==> src/rtl/tx_pkt_arbiter_pkg.sv <==
// Shared types and helpers for the TX packet arbiter.
package tx_pkt_arbiter_pkg;

    typedef enum logic [1:0] {
        StIdle  = 2'd0,
        StXfer  = 2'd1,
        StAbort = 2'd2,
        StDrain = 2'd3
    } arb_state_e;

    localparam int unsigned ABORT_CNT_W = 16;
    localparam logic [ABORT_CNT_W-1:0] ABORT_CNT_MAX = 16'hFFFF;

    // Ceiling log2; returns 0 for inputs 0 and 1.
    function automatic int unsigned clog2(input int unsigned value);
        int unsigned result;
        result = 0;
        for (int i = 0; i < 32; i++) begin
            if ((64'd1 << i) < 64'(value)) begin
                result = unsigned'(i + 1);
            end
        end
        return result;
    endfunction

endpackage

==> src/rtl/tx_pkt_arbiter_rr_pick.sv <==
// Round-robin pick: rotate requests so the port after 'last' sits at bit 0,
// then take the lowest set bit and map it back to a port number.
module tx_pkt_arbiter_rr_pick #(
    parameter int unsigned NUM_PORTS = 4,
    parameter int unsigned GRANT_W   = 2
) (
    input  logic [NUM_PORTS-1:0] req,
    input  logic [GRANT_W-1:0]   last,
    output logic [GRANT_W-1:0]   grant,
    output logic                 any
);

    logic [2*NUM_PORTS-1:0] dbl;
    logic [NUM_PORTS-1:0]   rot;
    int unsigned            first;

    // Rotate then priority-encode.
    always_comb begin
        dbl   = {req, req} >> (32'(last) + 32'd1);
        rot   = dbl[NUM_PORTS-1:0];
        first = 0;
        for (int j = int'(NUM_PORTS) - 1; j >= 0; j--) begin
            if (rot[j]) begin
                first = unsigned'(j);
            end
        end
        grant = GRANT_W'((32'(last) + 32'd1 + first) % NUM_PORTS);
        any   = |req;
    end

endmodule

==> src/rtl/tx_pkt_arbiter.sv <==
// Packet-granular round-robin arbiter onto the single 10G MAC TX stream, with a
// mid-packet stall watchdog that emits an underrun beat and drains the stuck packet.
module tx_pkt_arbiter
    import tx_pkt_arbiter_pkg::*;
#(
    parameter  int unsigned NUM_PORTS = 4,
    parameter  int unsigned DATA_W    = 64,
    parameter  int unsigned TIMEOUT   = 256,
    localparam int unsigned KEEP_W    = DATA_W / 8,
    localparam int unsigned GRANT_W   = clog2(NUM_PORTS)
) (
    input  logic                          clk156,
    input  logic                          aresetn,
    input  logic [NUM_PORTS*DATA_W-1:0]   s_axis_tdata,
    input  logic [NUM_PORTS*KEEP_W-1:0]   s_axis_tkeep,
    input  logic [NUM_PORTS-1:0]          s_axis_tvalid,
    input  logic [NUM_PORTS-1:0]          s_axis_tlast,
    output logic [NUM_PORTS-1:0]          s_axis_tready,
    output logic [DATA_W-1:0]             m_axis_tdata,
    output logic [KEEP_W-1:0]             m_axis_tkeep,
    output logic                          m_axis_tvalid,
    output logic                          m_axis_tlast,
    output logic                          m_axis_tuser,
    input  logic                          m_axis_tready,
    input  logic [NUM_PORTS-1:0]          port_en,
    output logic                          busy,
    output logic [GRANT_W-1:0]            grant_id,
    output logic [ABORT_CNT_W-1:0]        abort_count
);

    localparam int unsigned IDLE_W = clog2(TIMEOUT) + 1;
    localparam logic [IDLE_W-1:0] IDLE_MAX = IDLE_W'((TIMEOUT == 0) ? 0 : TIMEOUT - 1);
    localparam logic [KEEP_W-1:0] ABORT_KEEP = KEEP_W'(1);

    arb_state_e               state_q, state_d;
    logic [GRANT_W-1:0]       grant_q, grant_d;
    logic [GRANT_W-1:0]       last_grant_q, last_grant_d;
    logic [IDLE_W-1:0]        idle_cnt_q, idle_cnt_d;
    logic [ABORT_CNT_W-1:0]   abort_count_q, abort_count_d;

    logic [GRANT_W-1:0]       pick_grant;
    logic                     pick_any;
    logic                     sel_valid;
    logic                     sel_last;

    tx_pkt_arbiter_rr_pick #(
        .NUM_PORTS (NUM_PORTS),
        .GRANT_W   (GRANT_W)
    ) u_rr_pick (
        .req   (s_axis_tvalid & port_en),
        .last  (last_grant_q),
        .grant (pick_grant),
        .any   (pick_any)
    );

    assign sel_valid   = s_axis_tvalid[grant_q];
    assign sel_last    = s_axis_tlast[grant_q];
    assign busy        = (state_q != StIdle);
    assign grant_id    = grant_q;
    assign abort_count = abort_count_q;

    // Next-state, watchdog, counter and output mux.
    always_comb begin
        state_d       = state_q;
        grant_d       = grant_q;
        last_grant_d  = last_grant_q;
        idle_cnt_d    = idle_cnt_q;
        abort_count_d = abort_count_q;
        s_axis_tready = '0;
        m_axis_tdata  = '0;
        m_axis_tkeep  = '0;
        m_axis_tvalid = 1'b0;
        m_axis_tlast  = 1'b0;
        m_axis_tuser  = 1'b0;
        unique case (state_q)
            StIdle: begin
                idle_cnt_d = '0;
                if (pick_any) begin
                    grant_d = pick_grant;
                    state_d = StXfer;
                end
            end
            StXfer: begin
                m_axis_tvalid          = sel_valid;
                m_axis_tdata           = s_axis_tdata[32'(grant_q)*DATA_W +: DATA_W];
                m_axis_tkeep           = s_axis_tkeep[32'(grant_q)*KEEP_W +: KEEP_W];
                m_axis_tlast           = sel_last;
                s_axis_tready[grant_q] = m_axis_tready;
                if (sel_valid && m_axis_tready) begin
                    idle_cnt_d = '0;
                    if (sel_last) begin
                        last_grant_d = grant_q;
                        state_d      = StIdle;
                    end
                end else if (!sel_valid) begin
                    // A beat on the firing cycle takes the branch above, so it wins.
                    if (TIMEOUT != 0 && idle_cnt_q == IDLE_MAX) begin
                        idle_cnt_d = '0;
                        state_d    = StAbort;
                    end else begin
                        idle_cnt_d = idle_cnt_q + IDLE_W'(1);
                    end
                end
            end
            StAbort: begin
                m_axis_tvalid = 1'b1;
                m_axis_tlast  = 1'b1;
                m_axis_tuser  = 1'b1;
                m_axis_tkeep  = ABORT_KEEP;
                if (m_axis_tready) begin
                    if (abort_count_q != ABORT_CNT_MAX) begin
                        abort_count_d = abort_count_q + 16'd1;
                    end
                    state_d = StDrain;
                end
            end
            StDrain: begin
                s_axis_tready[grant_q] = 1'b1;
                if (sel_valid && sel_last) begin
                    last_grant_d = grant_q;
                    state_d      = StIdle;
                end
            end
        endcase
    end

    // State registers; port 0 wins the first arbitration after reset.
    always_ff @(posedge clk156 or negedge aresetn) begin
        if (!aresetn) begin
            state_q       <= StIdle;
            grant_q       <= '0;
            last_grant_q  <= GRANT_W'(NUM_PORTS - 1);
            idle_cnt_q    <= '0;
            abort_count_q <= '0;
        end else begin
            state_q       <= state_d;
            grant_q       <= grant_d;
            last_grant_q  <= last_grant_d;
            idle_cnt_q    <= idle_cnt_d;
            abort_count_q <= abort_count_d;
        end
    end

endmodule

==> config.mk <==
export PLATFORM = sky130hd
export DESIGN_NAME = tx_pkt_arbiter
export DESIGN_NICKNAME = d
export VERILOG_FILES = /design/src/rtl/tx_pkt_arbiter_pkg.sv /design/src/rtl/tx_pkt_arbiter_rr_pick.sv /design/src/rtl/tx_pkt_arbiter.sv
export SDC_FILE = /design/constraint.sdc
export NUM_CORES = 1
export LEC_CHECK = 0
export ABC_AREA = 1
export BUFFER_PORTS_ARGS = -buffer_cell sky130_fd_sc_hd__buf_2
export CORE_AREA = 2 2 156 158
export DETAILED_ROUTE_END_ITERATION = 6
export DIE_AREA = 0 0 158 160
export PLACE_DENSITY = 0.45
export SLEW_MARGIN = 10
export SYNTH_ARGS = -nofsm -noshare
export SYNTH_HDL_FRONTEND = slang
export SYNTH_SLANG_ARGS = --single-unit
==> constraint.sdc <==
create_clock -name clk156 -period 2.2 [get_ports clk156]
set_clock_uncertainty 0.2 [all_clocks]
set_input_delay 0.66 -clock clk156 [delete_from_list [all_inputs] [get_ports clk156]]
set_output_delay 0.66 -clock clk156 [all_outputs]
set_load 0.005 [all_outputs]
==> results.ini <==
[timing]
layout_setup_ws_ns = -0.490
setup_violations = 75
hold_violations = 0
min_period_over_period = 1.22
worst_slew_pin_slew_ns = 0.418
fin_crit_ns = 2.69
setup_tns_ns = -30.53
rsz0062_at_grt = true
maxSlewViolCount = 0
max_freq_mhz = 372
slew_headroom = 0.720

[floorplan]
rows = 57
die_x_um = 158
die_y_um = 160
initial_core_util = 0.159
core_um2 = 23800
ios = 401
dieArea_um2 = 25300

[critical_path]
crit_top_cell = buf_12
cp-start-kind = register
worstSetupPathType = reg -> out
r2r-start = grant_id[1]$_DFFE_PN0P_
cp_slowest_stage_delay_ns = 0.43
crit_arrival_ns = 1.83
crit_buf_inv = 6
ff2ff_setup_slack_ns = 0.05
required_ns = 1.34
cp_slowest_cell = dfrtp_2
r2r_cells = 15
crit_family = buffers and inverters
r2r-end = state_q[0]$_DFFE_PN0P_
path_cells = buf_6 > nor2_4 > buf_12 > buf_8 > buf_16 > buf_12 > a22oi_2 > a21oi_1 > buf_2
crit_fanout = 7
end_kind = primary output

[synthesis]
avgSynthCellArea_um2 = 6.70
synth-async-reset-ratio = 1.00
ys_top_cells_by_count = a22oi_1, nand2_1, a21oi_1, inv_1, dfrtp_1
synth_top_flop_cell = dfrtp_1
syn-num-nets = 875
synth.most_common_cell = a22oi_1
synth.area.top_cells = a22oi_1, dfrtp_1, a21oi_1
yosys.area.top_type = a22oi_1
seq_area_frac_synth = 0.205
synth-edff-count = 0
synth_top_area_share = 0.281
ys_ff_latch = 31
synth_area_um2 = 3790
yosysWarnings = 0
yosysUniqueCellTypes = 31
synth_cells = 565

[grt]
overflow = 0
grt_pass1_wl_mm = 38.0
antenna_found_initial = 10
grt_start_max_net_pins = 40
grt.total_usage = 0.198
grt_pass1_vias = 6161

[clock_network]
clkLatencyLatePin_ns = 0.28
cts_tree = built
cts_inserted_buffers = 5
ctsHoldBuffers = 0
path_clk_slew_ns = 0.05
cts_max_level = 2
cts.sinks = 31
clockBufferDepth = 2
root_buffer = clkbuf_16

[detailed_routing]
wl_per_cell_um = 20.1
vias = 6374
wl_mm = 27.3
drt_pre_antenna_iters = 5
drtIter0Drc = 518
ant_nets = 0
via_per_inst = 4.70
drc = 0

[run_status]
outcome = finished with violations
violations = negative setup slack

[placed_design]
dp.cells = 1305
placed_cell_area_um2 = 6530
io_buffers = 400
hpwl_mm = 19.7
place_congestion = 0.892

[run]
drv_cap = 0

[cells_and_area]
layout.cells.non_filler = 1356
final_nets = 1332
area_growth_pct = 109
multi_input_area_um2 = 3150
fillers = 2645
finish.instance_area_um2 = 7910
drive_above_1_share = 0.622
seqCellArea_um2 = 782

[pwr]
ir_worst_vdd_mv = 0.435
power_w = 0.00949
power.density_nw_per_um2 = 1200
p_leak_nw = 3.93

[worst_hold_path]
hp-class = in -> async

cell families after synthesis:
| kind of cell | count (synthesis) | synth area share |
|---|---|---|
| AOI/OAI and AO/OA | 247 | 0.428 |
| and+or+nand+nor | 174 | 0.200 |
| buffers and inverters | 87 | 0.0994 |
| DFF | 31 | 0.205 |
| xor gates and xnor gates | 19 | 0.0439 |
| adders and majority gates | 7 | 0.0231 |
layout make-up:
cell class / count / area share
clock inverters: 1 / 0.000633
inverters: 45 / 0.0226
repair buffers: 492 / 0.407
clock buffers: 6 / 0.0176
flip-flops and latches: 31 / 0.0989
multi-input cells: 447 / 0.398
diodes: 10 / 0.00317
well taps: 324 / 0.0513
where the power goes:
part / leakage [nW] / switching [W] / internal, W
logic: 3.47 / 0.00408 / 0.00398
registers: 0.379 / 0.0000957 / 0.000651
clock network: 0.0728 / 0.000242 / 0.000441
total: 3.93 / 0.00442 / 0.00507
repair_timing:
action                                 in CTS  in global routing
pin swaps                                  29                 61
buffers inserted                           15                  6
gates cloned                               11                  3
endpoints found under the hold margin       0                  0
resized for setup                          83                 84
setup endpoints to repair                  79                 86
worst max path at each step:
| stage | start | to | slack, ns | cells past startpoint |
|---|---|---|---|---|
| 2_1_floorplan | register | m_axis_tdata[10] | 0.003 | 7 |
| 3_3_place_gp | grant_id[1]$_DFFE_PN0P_ | m_axis_tdata[3] | -0.37 | 8 |
| 3_5_place_dp | grant_id[1]$_DFFE_PN0P_ | m_axis_tdata[3] | -0.31 | 8 |
| 6_report | grant_id[1]$_DFFE_PN0P_ | m_axis_tdata[52] | -0.49 | 9 |
| 4_1_cts | grant_id[0]$_DFFE_PN0P_ | m_axis_tdata[50] | -0.44 | 8 |
| 5_1_grt | grant_id[0]$_DFFE_PN0P_ | m_axis_tdata[2] | -0.54 | 8 |
stage by stage:
step | setup WS, ns | hold slack [ns] | utilization
6_report | -0.490 | 0.197 | 0.332
5_1_grt | -0.543 | 0.242 | 0.332
4_1_cts | -0.437 | 0.215 | 0.312
3_5_place_dp | -0.311 | 0.291 | 0.274
3_3_place_gp | -0.369 | 0.285 | 0.274
2_1_floorplan | 0.00276 | 0.164 | -
state kept, by name, summed over array words and instances (netlist names), named ones only:
name          count
idle_cnt_q        9
last_grant_q      2
abort_count      16
grant_id          2
state_q           1
worst reg2reg max path, stage by stage, from the launching register on:
cell	delay, ns
dfrtp_2	0.43
buf_6	0.13
nor2_4	0.14
buf_12	0.13
buf_8	0.12
buf_16	0.15
nand2_4	0.06
nand2_4	0.07
nor2_4	0.04
buf_6	0.11
nor2_2	0.09
nor2_1	0.05
nor2_2	0.13
nand2_1	0.09
nand2_1	0.06
o21ai_1	0.06
cell usage in the layout (no fill, tap or decap), types with 15 or more instances in the layout:
cell	netlist	final
a21oi_1	76	61
inv_1	40	32
nand3_1	28	27
nor2_1	27	22
buf_4	1	49
buf_2	25	399
dfrtp_1	29	26
nand2_1	96	84
a22oi_1	142	78
a22oi_2	0	64
a21oi_2	3	17
xor2_1	16	16
buf_12	0	15
per-layer routing:
layer  vias up  part of all wire  global-route usage
met5         -           0.00048                   0
met4         2             0.030              0.0643
met3        51             0.074              0.0328
met2       300              0.49               0.339
met1      3025              0.41               0.252
li1       2996                 -                   -
No activity file was read; power rests on OpenSTA's default activity.
